--- src/rtl/rx_port_buffer.sv ---
// Router ingress port: FWFT FIFO for CODEC N-Chars, path-address header
// decode/delete, output-port request and packet streaming to the switch matrix.
module rx_port_buffer #(
  parameter int unsigned DW      = 8,
  parameter int unsigned PortNUM = 16,
  parameter int unsigned PW      = 4,
  parameter int unsigned AW      = 4
) (
  input  logic          gclk,
  input  logic          reset,
  input  logic [DW:0]   char_i,
  input  logic          wr_i,
  output logic          full_o,
  output logic          req_o,
  output logic [PW-1:0] dest_o,
  input  logic          grant_i,
  output logic [DW:0]   dout,
  output logic          empty_o,
  input  logic          rd_i,
  output logic [7:0]    err_cnt_o
);

  localparam int unsigned CW    = DW + 1;
  localparam int unsigned PTRW  = AW + 1;
  localparam int unsigned DEPTH = 1 << AW;

  typedef enum logic [1:0] {IDLE, REQ, XFER, DISCARD} state_e;

  state_e          state_q, state_d;
  logic [PTRW-1:0] wr_ptr_q, wr_ptr_d, rd_ptr_q, rd_ptr_d;
  logic            full_q, full_d;
  logic            fifo_empty_q, fifo_empty_d;
  logic            empty_q, empty_d;
  logic            req_q, req_d;
  logic [PW-1:0]   dest_q, dest_d;
  logic [7:0]      err_q, err_d;
  logic [CW-1:0]   dout_q, dout_d;
  logic [CW-1:0]   mem [DEPTH];

  logic            wr_en;
  logic            pop;
  logic            head_end;
  logic            head_addr_ok;

  // Any control character at the head terminates the packet (EOP, EEP or unknown)
  assign head_end     = dout_q[DW];
  assign head_addr_ok = 32'(dout_q[DW-1:0]) < PortNUM;
  assign wr_en        = wr_i & ~full_q;

  always_comb begin
    state_d = state_q;
    pop     = 1'b0;
    dest_d  = dest_q;
    err_d   = err_q;
    unique case (state_q)
      IDLE: begin
        if (!fifo_empty_q) begin
          pop = 1'b1;
          if (!head_end) begin
            if (head_addr_ok) begin
              dest_d  = PW'(dout_q[DW-1:0]);
              state_d = REQ;
            end else begin
              state_d = DISCARD;
              if (err_q != 8'hFF) err_d = err_q + 8'd1;
            end
          end
        end
      end
      REQ: begin
        if (grant_i) state_d = XFER;
      end
      XFER: begin
        if (rd_i && !empty_q) begin
          pop = 1'b1;
          if (head_end) state_d = IDLE;
        end
      end
      DISCARD: begin
        if (!fifo_empty_q) begin
          pop = 1'b1;
          if (head_end) state_d = IDLE;
        end
      end
      default: state_d = IDLE;
    endcase
  end

  // Pointer/flag next state; dout_d forwards a write landing directly on the new head
  always_comb begin
    wr_ptr_d     = wr_ptr_q + PTRW'(wr_en);
    rd_ptr_d     = rd_ptr_q + PTRW'(pop);
    fifo_empty_d = (wr_ptr_d == rd_ptr_d);
    full_d       = (wr_ptr_d[AW] != rd_ptr_d[AW]) &&
                   (wr_ptr_d[AW-1:0] == rd_ptr_d[AW-1:0]);
    dout_d       = mem[rd_ptr_d[AW-1:0]];
    if (wr_en && (wr_ptr_q[AW-1:0] == rd_ptr_d[AW-1:0])) dout_d = char_i;
    req_d        = (state_d == REQ) || (state_d == XFER);
    empty_d      = (state_d == XFER) ? fifo_empty_d : 1'b1;
  end

  always_ff @(posedge gclk) begin
    if (wr_en) mem[wr_ptr_q[AW-1:0]] <= char_i;
  end

  always_ff @(posedge gclk or negedge reset) begin
    if (!reset) begin
      state_q      <= IDLE;
      wr_ptr_q     <= '0;
      rd_ptr_q     <= '0;
      full_q       <= 1'b0;
      fifo_empty_q <= 1'b1;
      empty_q      <= 1'b1;
      req_q        <= 1'b0;
      dest_q       <= '0;
      err_q        <= '0;
      dout_q       <= '0;
    end else begin
      state_q      <= state_d;
      wr_ptr_q     <= wr_ptr_d;
      rd_ptr_q     <= rd_ptr_d;
      full_q       <= full_d;
      fifo_empty_q <= fifo_empty_d;
      empty_q      <= empty_d;
      req_q        <= req_d;
      dest_q       <= dest_d;
      err_q        <= err_d;
      dout_q       <= dout_d;
    end
  end

  assign full_o    = full_q;
  assign req_o     = req_q;
  assign dest_o    = dest_q;
  assign dout      = dout_q;
  assign empty_o   = empty_q;
  assign err_cnt_o = err_q;

endmodule

--- config.mk ---
export PLATFORM = sky130hd
export DESIGN_NAME = rx_port_buffer
export DESIGN_NICKNAME = d
export VERILOG_FILES = /design/src/rtl/rx_port_buffer.sv
export SDC_FILE = /design/constraint.sdc
export NUM_CORES = 1
export LEC_CHECK = 0
export ABC_CLOCK_PERIOD_IN_PS = 3300
export BUFFER_PORTS_ARGS = -buffer_cell sky130_fd_sc_hd__buf_4
export CAP_MARGIN = 20
export CORE_MARGIN = 2
export CORE_UTILIZATION = 60
export DETAILED_ROUTE_END_ITERATION = 10
export PLACE_DENSITY = 0.81
export SYNTH_ARGS = -nofsm -noshare
export SYNTH_HDL_FRONTEND = slang
export SYNTH_SLANG_ARGS = --single-unit
--- constraint.sdc ---
create_clock -name gclk -period 3.3 [get_ports gclk]
set_input_delay 0.165 -clock gclk [delete_from_list [all_inputs] [get_ports gclk]]
set_output_delay 0.165 -clock gclk [all_outputs]
set_load 0.01 [all_outputs]
==> results.yml <==
outcome:
  status: "completed"
cts:
  h-tree-depth: 4
  cts_tree: "built"
  cts_buffers: 17
  post-cts-setup-buffers: 0
  clock_sinks: 181
  clk_transition_reported_paths_ns: 0.07
  postCtsResizedCells: 0
  root_buffer: "clkbuf_16"
  clock_path_buffers: 2
  worstSkewPairLatency_ns: 0.43
min_path:
  min_path_cells: 1
  min_path_type: "in -> reg"
worst_setup_path:
  crit_slowest_cell: "dfrtp_1"
  cp.buffers_inverters: 2
  cp.depth: 12
  worstPathMaxFanout: 23
  slowest_delay_ns: 0.39
  worstRegToRegCells: 12
  endpoint_kind: "flip-flop"
  startpoint_type: "flip-flop"
  critPathTopFamily: "multiplexers"
  critPathRequiredTime_ns: 3.60
  cp_cell_sequence: "inv_1, ha_1, nor2_1, a31oi_1, nor2_1, ha_2, ha_1, buf_4, mux4_2, mux2i_1, mux2i_1, mux2_4"
  cp.arrival_ns: 3.35
  crit_type: "reg -> reg"
sta:
  min_period_ns: 3.06
  fin_ws_ns: 0.242
  grt_setup_unrepaired: "false"
  slew-limit-headroom_pct: 32.7
  hold_violations: 0
  setup_tns_ns: 0
  fin_crit_sh_pct: 92.7
  setup_violations: 0
  drv_slew: 0
  clock_skew_ns: 0.0231
  fmax_ghz: 0.327
  tightest_slew_ns: 1.01
synth:
  ys_ff_latch: 181
  synth_fa_ha_area_share_pct: 1.71
  async_flop_share_pct: 20.4
  muxShareOfSynthArea_pct: 17.7
  synthesis.nets: 401
  synth_top_area_cell: "edfxtp_1"
  synth_area_um2: 7320
  synth_edf_count: 144
  synth.avg_cell_area_um2: 19.4
  synth_area_leaders: "edfxtp_1 59%, dfrtp_1 12%, mux4_2 11%"
  synth-xor-area-share_pct: 2.73
  yosys.area.top_type_share_pct: 59.1
  yosysUniqueCellTypes: 37
  synth_ff_type: "edfxtp_1"
  ys_seq_area_share_pct: 71.7
  synth_compound_area_share_pct: 0.872
  synth_simple_gate_area_share_pct: 3.62
  synth_top_family_by_area: "multiplexers"
  yosysWarningCount: 0
  netlist_instances: 377
placement:
  detailedPlace.worstSlack_ns: 0.321
  gp_congestion: 0.798
  place.detailed.hpwl_mm: 8.56
  io_buffers: 37
pwr:
  peakVddDrop_mv: 0.635
  power.total_mw: 9.60
  p_leak_nw: 3.15
  powerDensity_nw_per_um2: 1130
drt:
  drt_first_pass_iters: 4
  drtAntennaViolNets: 0
  drc: 0
  drtIter0Drc: 314
  num_vias: 3580
  drt-total-wl_mm: 13.5
  wire_per_inst_um: 22.7
  viasPerCell: 6.02
global_route:
  track_usage_pct: 22.5
  overflow: 0
  grt_pass1_vias: 3711
  grt_max_degree: 38
  grt_pass1_wl_mm: 21.0
  antenna_found_initial: 0
cells_and_area:
  n_antenna_cell: 0
  layout-drive-gt1-share_pct: 32.1
  final_util_pct: 70.7
  final_common_cell: "edfxtp_1"
  final_cell_mix: "144 x edfxtp_1, 53 x buf_4, 36 x mux4_2"
  area_delta_synth_final_pct: 15.5
  final_nets: 459
floorplan:
  rows: 40
  die_y_um: 114
  pin_count: 38
  die_area_um2: 13100
  start_util_pct: 61.2
  die_w_um: 114
  coreArea_um2: 12000
run:
  cap_violations: 0
==> power breakdown <==
part | switching (mW) | internal [mW] | total [mW]
sequential | 0.261 | 2.88 | 3.14
clock | 0.849 | 1.17 | 2.02
combinational | 2.06 | 2.37 | 4.43
==> flip-flops by register name, indices dropped and copies added (netlist names) <==
signal        cells
fifo_empty_q      1
empty_o           1
state_q           2
err_cnt_o         8
dout              9
req_o             1
dest_o            4
full_o            1
mem             144
wr_ptr_q          5
rd_ptr_q          5
==> path summary, 6_finish.rpt <==
check,startpoint,slack (ns),endpoint
min in group asynchronous,reset,0.25,rd_ptr_q[4]
max in group asynchronous,reset,2.71,empty_o
setup / recovery,state_q[1],0.24,dout[1]
hold reg to reg,err_cnt_o[6],0.50,err_cnt_o[6]
setup reg to reg,state_q[1],0.24,dout[1]
hold / removal,char_i[2],0.05,mem[10][2]
==> Yosys cell counts, types with 2 or more instances <==
cell,instances
edfxtp_1,144
nor2b_1,2
mux2i_1,27
mux4_2,36
xnor2_1,9
buf_1,3
inv_1,9
nand3_1,8
nand2_1,5
o21ai_0,3
mux2_4,13
a21oi_1,2
buf_2,8
nor2_1,18
nand2b_1,3
xor2_1,12
buf_4,3
ha_1,10
clkbuf_1,2
nand3b_1,2
nor3_1,4
dfrtp_1,35
dfstp_2,2
nand4_1,3
mux2_2,2
==> cell type report <==
type / instances / area [µm²]
clock buffer: 20 / 457
clock inverter: 12 / 145
fill: 719 / 3510
inverter: 9 / 33.8
multi-input combinational: 171 / 1960
sequential: 181 / 5250
tap: 147 / 184
timing repair buffer: 55 / 428
==> repair_timing <==
action | in CTS | in global routing
setup endpoints to repair | 0 | 0
hold buffers | 1 | 0
hold endpoints to repair | 35 | 0
==> cell families after synthesis <==
group                    Yosys count
flip-flops                       181
AND/OR/NAND/NOR                   51
adder cells (fa/ha/maj)           10
XOR/XNOR                          22
multiplexers                      78
AO/OA/AOI/OAI                     10
buffers and inverters             25
==> routing by layer <==
metal  GRT usage, %  up-vias  wire, µm
li1               -     1593         -
met1           31.5     1846      5700
met2           35.6      134      6790
met3           5.29        7       893
met4           7.32        0       123
met5              0        -         0
==> metrics by stage <==
stage	hold WS (ns)	area, µm²	std cells
after floorplan	-0.131	7320	377
after global placement	0.148	7840	562
after detailed placement	0.152	7840	562
after CTS	0.0389	8460	595
after global routing	0.0555	8460	595
final	0.0453	8460	595
Power figures use the tool's default switching activity.
